`config.mk`:
```
export PLATFORM = sky130hd
export DESIGN_NAME = spi_eeprom_slave
export DESIGN_NICKNAME = d
export VERILOG_FILES = /design/src/rtl/spi_eeprom_pkg.sv /design/src/rtl/spi_eeprom_mem.sv /design/src/rtl/spi_eeprom_slave.sv
export SDC_FILE = /design/constraint.sdc
export NUM_CORES = 1
export LEC_CHECK = 0
export CORE_MARGIN = 4
export CORE_UTILIZATION = 61
export CTS_CLUSTER_SIZE = 12
export DETAILED_ROUTE_END_ITERATION = 16
export GPL_ROUTABILITY_DRIVEN = 0
export PLACE_DENSITY_LB_ADDON = 0.05
export SLEW_MARGIN = 20
export SYNTH_ARGS = -nofsm -noshare
export SYNTH_HDL_FRONTEND = slang
export SYNTH_SLANG_ARGS = --single-unit
```
`constraint.sdc`:
```
create_clock -name clk_50M -period 12.5 [get_ports clk_50M]
set_input_delay 1.875 -clock clk_50M [delete_from_list [all_inputs] [get_ports clk_50M]]
set_output_delay 1.875 -clock clk_50M [all_outputs]
set_load 0.05 [all_outputs]
```
`src/rtl/spi_eeprom_pkg.sv`:
```
// Shared opcodes, status bit positions and FSM encodings for the SPI EEPROM target.
// Opcode decode helpers keep the FSM and datapath agreeing on what each command does.
package spi_eeprom_pkg;

    localparam logic [7:0] OP_WRSR  = 8'h01;
    localparam logic [7:0] OP_WRITE = 8'h02;
    localparam logic [7:0] OP_READ  = 8'h03;
    localparam logic [7:0] OP_WRDI  = 8'h04;
    localparam logic [7:0] OP_RDSR  = 8'h05;
    localparam logic [7:0] OP_WREN  = 8'h06;

    localparam int SR_WIP = 0;
    localparam int SR_WEL = 1;

    typedef enum logic [2:0] {
        ST_IDLE    = 3'd0,
        ST_CMD     = 3'd1,
        ST_ADDR    = 3'd2,
        ST_RD_DATA = 3'd3,
        ST_WR_DATA = 3'd4,
        ST_STAT    = 3'd5,
        ST_WAITCS  = 3'd6
    } state_t;

    typedef enum logic [1:0] {
        PEND_NONE = 2'd0,
        PEND_WREN = 2'd1,
        PEND_WRDI = 2'd2
    } pend_t;

    // While a page write is in progress only the status read is honoured.
    function automatic state_t cmd_next_state(input logic [7:0] op,
                                              input logic       wel,
                                              input logic       wip);
        if (op == OP_RDSR) return ST_STAT;
        if (wip) return ST_WAITCS;
        if (op == OP_READ) return ST_ADDR;
        if (op == OP_WRITE && wel) return ST_ADDR;
        return ST_WAITCS;
    endfunction

    function automatic pend_t cmd_pend(input logic [7:0] op, input logic wip);
        if (wip) return PEND_NONE;
        if (op == OP_WREN) return PEND_WREN;
        if (op == OP_WRDI) return PEND_WRDI;
        return PEND_NONE;
    endfunction

endpackage

```
`src/rtl/spi_eeprom_mem.sv`:
```
// Byte-wide simple dual-port array backing the emulated EEPROM.
// Contents are deliberately not reset; the read port is registered.
module spi_eeprom_mem #(
    parameter int ADDR_W = 7
) (
    input  logic              clk,
    input  logic              we,
    input  logic [ADDR_W-1:0] waddr,
    input  logic [7:0]        wdata,
    input  logic [ADDR_W-1:0] raddr,
    output logic [7:0]        rdata
);

    logic [7:0] mem_array [2**ADDR_W];

    always_ff @(posedge clk) begin
        if (we) mem_array[waddr] <= wdata;
        rdata <= mem_array[raddr];
    end

endmodule

```
`src/rtl/spi_eeprom_slave.sv`:
```
// Oversampled SPI mode-0 target emulating a 128x8 serial EEPROM command subset.
//
//   state      | meaning
//   -----------+------------------------------------------------------------
//   ST_IDLE    | CS_N high, waiting for a falling edge
//   ST_CMD     | shifting in the 8-bit opcode
//   ST_ADDR    | shifting in the byte address (MSB ignored)
//   ST_RD_DATA | streaming array bytes, address auto-increments and wraps
//   ST_WR_DATA | collecting data bytes into the page buffer
//   ST_STAT    | streaming the status register, resampled every byte
//   ST_WAITCS  | ignoring bits until CS_N rises
module spi_eeprom_slave
    import spi_eeprom_pkg::*;
#(
    parameter int ADDR_W       = 7,
    parameter int PAGE_W       = 4,
    parameter int WRITE_CYCLES = 250000
) (
    input  logic clk_50M,
    input  logic reset,
    input  logic spi_csn,
    input  logic spi_sck,
    input  logic spi_si,
    output logic spi_so,
    output logic spi_so_oe,
    output logic busy,
    output logic wr_commit
);

    localparam int PAGE_DEPTH = 2**PAGE_W;
    localparam int PAGE_NUM_W = ADDR_W - PAGE_W;
    localparam int CNT_W      = $clog2(WRITE_CYCLES + 1);

    logic [1:0] csn_sync, sck_sync, si_sync;
    logic       csn_s, sck_s, si_s, csn_d, sck_d;
    logic       sck_rise, sck_fall, cs_rise, cs_fall;

    state_t state, state_nxt;
    pend_t  op_pend, eff_pend;

    logic [2:0]            bit_cnt;
    logic [6:0]            rx_sr;
    logic [7:0]            rx_byte;
    logic                  byte_done;
    logic [6:0]            tx_sr;
    logic [7:0]            tx_byte;
    logic [7:0]            status;
    logic                  is_write;
    logic                  got_byte;
    logic                  commit_go;

    logic                  wel, wip;
    logic [CNT_W-1:0]      wip_cnt;

    logic [7:0]            pbuf [PAGE_DEPTH];
    logic [PAGE_DEPTH-1:0] pvalid;
    logic [PAGE_W-1:0]     wr_off;
    logic [PAGE_NUM_W-1:0] wr_page;
    logic                  commit_act;
    logic [PAGE_W-1:0]     commit_idx;

    logic [ADDR_W-1:0]     rd_ptr;
    logic                  mem_we;
    logic [ADDR_W-1:0]     mem_waddr;
    logic [7:0]            mem_wdata;
    logic [7:0]            mem_rdata;

    spi_eeprom_mem #(.ADDR_W(ADDR_W)) u_mem (
        .clk   (clk_50M),
        .we    (mem_we),
        .waddr (mem_waddr),
        .wdata (mem_wdata),
        .raddr (rd_ptr),
        .rdata (mem_rdata)
    );

    always_ff @(posedge clk_50M or posedge reset) begin
        if (reset) begin
            csn_sync <= 2'b11;
            sck_sync <= 2'b00;
            si_sync  <= 2'b00;
            csn_d    <= 1'b1;
            sck_d    <= 1'b0;
        end else begin
            csn_sync <= {csn_sync[0], spi_csn};
            sck_sync <= {sck_sync[0], spi_sck};
            si_sync  <= {si_sync[0], spi_si};
            csn_d    <= csn_sync[1];
            sck_d    <= sck_sync[1];
        end
    end

    assign csn_s     = csn_sync[1];
    assign sck_s     = sck_sync[1];
    assign si_s      = si_sync[1];
    assign sck_rise  = sck_s & ~sck_d;
    assign sck_fall  = ~sck_s & sck_d;
    assign cs_rise   = csn_s & ~csn_d;
    assign cs_fall   = ~csn_s & csn_d;

    // The byte being completed this cycle, so a CS_N rise that coincides
    // with the 8th sck rise still sees the full byte.
    assign rx_byte   = {rx_sr, si_s};
    assign byte_done = sck_rise && (bit_cnt == 3'd7);

    always_comb begin
        status         = '0;
        status[SR_WEL] = wel;
        status[SR_WIP] = wip;
    end

    assign tx_byte   = (state == ST_STAT) ? status : mem_rdata;
    assign busy      = wip;

    assign mem_we    = commit_act && pvalid[commit_idx];
    assign mem_waddr = {wr_page, commit_idx};
    assign mem_wdata = pbuf[commit_idx];

    always_comb begin
        eff_pend = PEND_NONE;
        if (state == ST_CMD && byte_done)
            eff_pend = cmd_pend(rx_byte, wip);
        else if (state == ST_WAITCS && !sck_rise)
            eff_pend = op_pend;
    end

    // Commit needs at least one full byte and no trailing partial byte.
    assign commit_go = cs_rise && (state == ST_WR_DATA)
                       && (got_byte || byte_done)
                       && (byte_done || (!sck_rise && bit_cnt == 3'd0));

    always_ff @(posedge clk_50M or posedge reset) begin
        if (reset) state <= ST_IDLE;
        else       state <= state_nxt;
    end

    always_comb begin
        state_nxt = state;
        if (csn_s) begin
            state_nxt = ST_IDLE;
        end else begin
            case (state)
                ST_IDLE: if (cs_fall)   state_nxt = ST_CMD;
                ST_CMD:  if (byte_done) state_nxt = cmd_next_state(rx_byte, wel, wip);
                ST_ADDR: if (byte_done) state_nxt = is_write ? ST_WR_DATA : ST_RD_DATA;
                default: state_nxt = state;
            endcase
        end
    end

    always_ff @(posedge clk_50M or posedge reset) begin
        if (reset) begin
            bit_cnt    <= '0;
            rx_sr      <= '0;
            tx_sr      <= '0;
            spi_so     <= 1'b0;
            spi_so_oe  <= 1'b0;
            wr_commit  <= 1'b0;
            op_pend    <= PEND_NONE;
            is_write   <= 1'b0;
            got_byte   <= 1'b0;
            wel        <= 1'b0;
            wip        <= 1'b0;
            wip_cnt    <= '0;
            pvalid     <= '0;
            wr_off     <= '0;
            wr_page    <= '0;
            commit_act <= 1'b0;
            commit_idx <= '0;
            rd_ptr     <= '0;
            for (int i = 0; i < PAGE_DEPTH; i++) pbuf[i] <= '0;
        end else begin
            wr_commit <= 1'b0;

            if (csn_s) begin
                bit_cnt <= '0;
            end else if (sck_rise) begin
                rx_sr   <= rx_byte[6:0];
                bit_cnt <= bit_cnt + 3'd1;
            end

            case (state)
                ST_CMD: if (byte_done) begin
                    op_pend  <= cmd_pend(rx_byte, wip);
                    is_write <= (rx_byte == OP_WRITE);
                end
                ST_ADDR: if (byte_done) begin
                    rd_ptr   <= rx_byte[ADDR_W-1:0];
                    wr_page  <= rx_byte[ADDR_W-1:PAGE_W];
                    wr_off   <= rx_byte[PAGE_W-1:0];
                    pvalid   <= '0;
                    got_byte <= 1'b0;
                end
                ST_WR_DATA: if (byte_done) begin
                    pbuf[wr_off]   <= rx_byte;
                    pvalid[wr_off] <= 1'b1;
                    wr_off         <= wr_off + PAGE_W'(1);
                    got_byte       <= 1'b1;
                end
                ST_RD_DATA: if (byte_done) rd_ptr <= rd_ptr + ADDR_W'(1);
                ST_WAITCS:  if (sck_rise)  op_pend <= PEND_NONE;
                default: ;
            endcase

            if (csn_s) begin
                spi_so_oe <= 1'b0;
                spi_so    <= 1'b0;
            end else if (sck_fall && (state == ST_RD_DATA || state == ST_STAT)) begin
                spi_so_oe <= 1'b1;
                if (bit_cnt == 3'd0) begin
                    spi_so <= tx_byte[7];
                    tx_sr  <= tx_byte[6:0];
                end else begin
                    spi_so <= tx_sr[6];
                    tx_sr  <= {tx_sr[5:0], 1'b0};
                end
            end

            if (wip) begin
                wip_cnt <= wip_cnt - CNT_W'(1);
                if (wip_cnt == CNT_W'(1)) wip <= 1'b0;
            end

            if (commit_act) begin
                commit_idx <= commit_idx + PAGE_W'(1);
                if (commit_idx == '1) begin
                    commit_act <= 1'b0;
                    pvalid     <= '0;
                end
            end

            if (cs_rise) begin
                case (eff_pend)
                    PEND_WREN: wel <= 1'b1;
                    PEND_WRDI: wel <= 1'b0;
                    default: ;
                endcase
                if (commit_go) begin
                    wip        <= 1'b1;
                    wel        <= 1'b0;
                    wr_commit  <= 1'b1;
                    wip_cnt    <= CNT_W'(WRITE_CYCLES);
                    commit_act <= 1'b1;
                    commit_idx <= '0;
                end else if (state == ST_WR_DATA) begin
                    pvalid <= '0;
                end
                op_pend  <= PEND_NONE;
                got_byte <= 1'b0;
            end
        end
    end

endmodule

```
==> reports/results.ini <==
[grt]
grt_max_degree=138
antenna_found_initial=3
grt_pass1_vias=27260
grt.busiest_layer=met2
overflow=0
grt_pass1_wl_microns=187100
groute.usage.overall=0.2955
grt_use_met2=0.4460
use_met3=0.06867
grt_use_met1=0.4354

[drt]
dr.pass1.iters=6
drc_errors=0
drtIter0Drc=3257
num_vias=27536
vias_per_cell=6.884
drt-total-wl_microns=127400
antenna_left=0
wl_per_cell_microns=31.85

[sta]
fmax_ghz=0.2097
finalCriticalPeriod_ps=4768
worst_slew_pin_slew_ps=1211
slew_viol_final=0
relSlewSlack=0.1925
whs_ps=344.7
skew_ps=34.08
setup_viol=0
hold_violations=0
period_share=0.3814
setup_ws_ps=7732
fin_setup_tns_ps=0
rsz0062_at_grt=false

[yosys]
synthDistinctLibCells=65
syn_avg_cell_area_sq_um=17.92
synthFlopType=edfxtp_1
ys_warn_count=0
synth_seq_cells=1250
synth_edf_count=1024
synthesis.nets=2841
seq_area_frac_synth=0.7186
async_flop_share=0.1744
syn_area_sq_mm=0.05061
syn_inst=2825

[clock_tree]
cts_resized=0
cts.clk_slew.worst_paths_ps=60
cts_buffers=131
cts_hold_buf=0
cts_root_buf=clkbuf_16
insertion_delay_ps=720
numClockSinks=1250
postCtsSetupBuffers=0
clock_path_buffers=3
tritoncts=yes
cts_htree_levels=4

[layout]
synthToLayoutAreaGrowth_pct=10.24
n_fill_cell=5251
fin_cells=4000
nets=2860
final_cell_mix=edfxtp_1 (1024), dfrtp_1 (210), mux4_2 (187)
drive_above_1_share=0.2318
layout_commonest_cell=edfxtp_1
fin_util=0.6795
final_area_sq_mm=0.05580

[setup_path]
worst_r2r_endpoint=u_mem.mem_array[45][0]
start_kind=flop
cp.required_ps=12820
r2r_slack_ps=7730
setup.worst_path.class=reg -> reg
cp_max_fo=60
r2r_start=commit_idx[1]
end_kind=flop
r2r_cells=7
worstPathArrival_ps=5080

[die]
coreArea_sq_mm=0.08211
start_util=0.6164
die_h_microns=296.1
io_pins=9
die_w_microns=296.1
dieArea_sq_mm=0.08765
num_rows=105

[min_path]
hold-path-cell-count=0
min_to=sck_sync[1]
hold_path.class=reg -> reg
worstHoldStart=sck_sync[0]

[power]
power_density_mw_per_mm2=146.3
power.leakage_nw=19.71
fin_total_pwr_mw=8.165
ir_drop_mv=0.1588

[placed_design]
dp_cells=3779
port_buffers=8
postPlaceCellArea_sq_mm=0.05173
dp_hpwl_microns=74920
pre_cts_slack_ps=7284

[status]
status=complete, no violations

[job]
max-cap-violations=0

==> registers in the layout (all words and copies together) (netlist names), 7 cells and up <==
signal,count
u_mem.rdata,8
rx_sr,7
rd_ptr,7
wip_cnt,18
u_mem.mem_array,1024
pbuf,128
pvalid,16
tx_sr,7
==> synthesized netlist by cell type (45+ instances only) <==
| cell type | count | area share |
|---|---|---|
| mux2_2 | 163 | 0.036 |
| nor2_1 | 68 | 0.0050 |
| nand3_1 | 49 | 0.0048 |
| nor3_1 | 145 | 0.014 |
| nand2_1 | 111 | 0.0082 |
| clkbuf_1 | 88 | 0.0065 |
| a221oi_1 | 45 | 0.0078 |
| mux4_2 | 189 | 0.084 |
| dfrtp_1 | 215 | 0.11 |
| mux2i_1 | 182 | 0.036 |
| edfxtp_1 | 1024 | 0.61 |
| a21oi_1 | 74 | 0.0073 |
| o21ai_0 | 55 | 0.0054 |
| buf_2 | 47 | 0.0046 |
==> cells by family (layout without fill, tap and decap cells) <==
| group | Yosys count | in the layout | share of synthesized area |
|---|---|---|---|
| xor gates and xnor gates | 18 | 18 | 0.003115 |
| muxes | 546 | 546 | 0.1626 |
| DFF | 1250 | 1250 | 0.7186 |
| adders and majority gates | 11 | 11 | 0.002719 |
| and+or+nand+nor | 460 | 460 | 0.04393 |
| AOI/OAI and AO/OA | 339 | 339 | 0.04559 |
| other | 0 | 1 | 0 |
| buffers and inverters | 201 | 305 | 0.02351 |
==> metal layers <==
layer / part of all wire / wire length, microns
met5: 0.00044 / 56
met2: 0.46 / 59060
met4: 0.035 / 4443
met3: 0.10 / 12960
met1: 0.40 / 50890
==> worst max path at each step <==
stage / from / endpoint / slack (ps) / cells after the start
after floorplan: commit_idx[0] / u_mem.mem_array[0][1] / 4540 / 8
after global placement: commit_idx[1] / u_mem.mem_array[60][6] / 7760 / 7
after detailed placement: commit_idx[1] / u_mem.mem_array[103][5] / 7280 / 7
after CTS: commit_idx[1] / u_mem.mem_array[103][0] / 7250 / 7
after global routing: rd_ptr[0] / u_mem.rdata[7] / 7450 / 7
final: commit_idx[1] / u_mem.mem_array[45][0] / 7730 / 7
==> worst max-delay path, stage by stage, from the launching register on <==
cell and delay (ps):
dfrtp_2 340, buf_4 600, nor2b_1 630, a22oi_1 150, o221ai_1 330, nand3_4 540, buf_4 630, nor3_1 1020
==> final cells by class <==
class,instances,area (sq um),area share
diodes,1,2.502,0.00004485
flip-flops and latches,1250,36380,0.6520
multi-input cells,1374,13540,0.2426
clock inverters,35,249.0,0.004462
inverters,20,82.58,0.001480
clock buffers,183,3618,0.06485
repair buffers,67,586.8,0.01052
well taps,1070,1339,0.02399
==> power breakdown <==
part / switching [mW] / internal, mW
Clock: 1.53 / 2.02
Sequential: 0.0862 / 4.47
Combinational: 0.0386 / 0.0266
No activity file was read; power rests on OpenSTA's default activity.
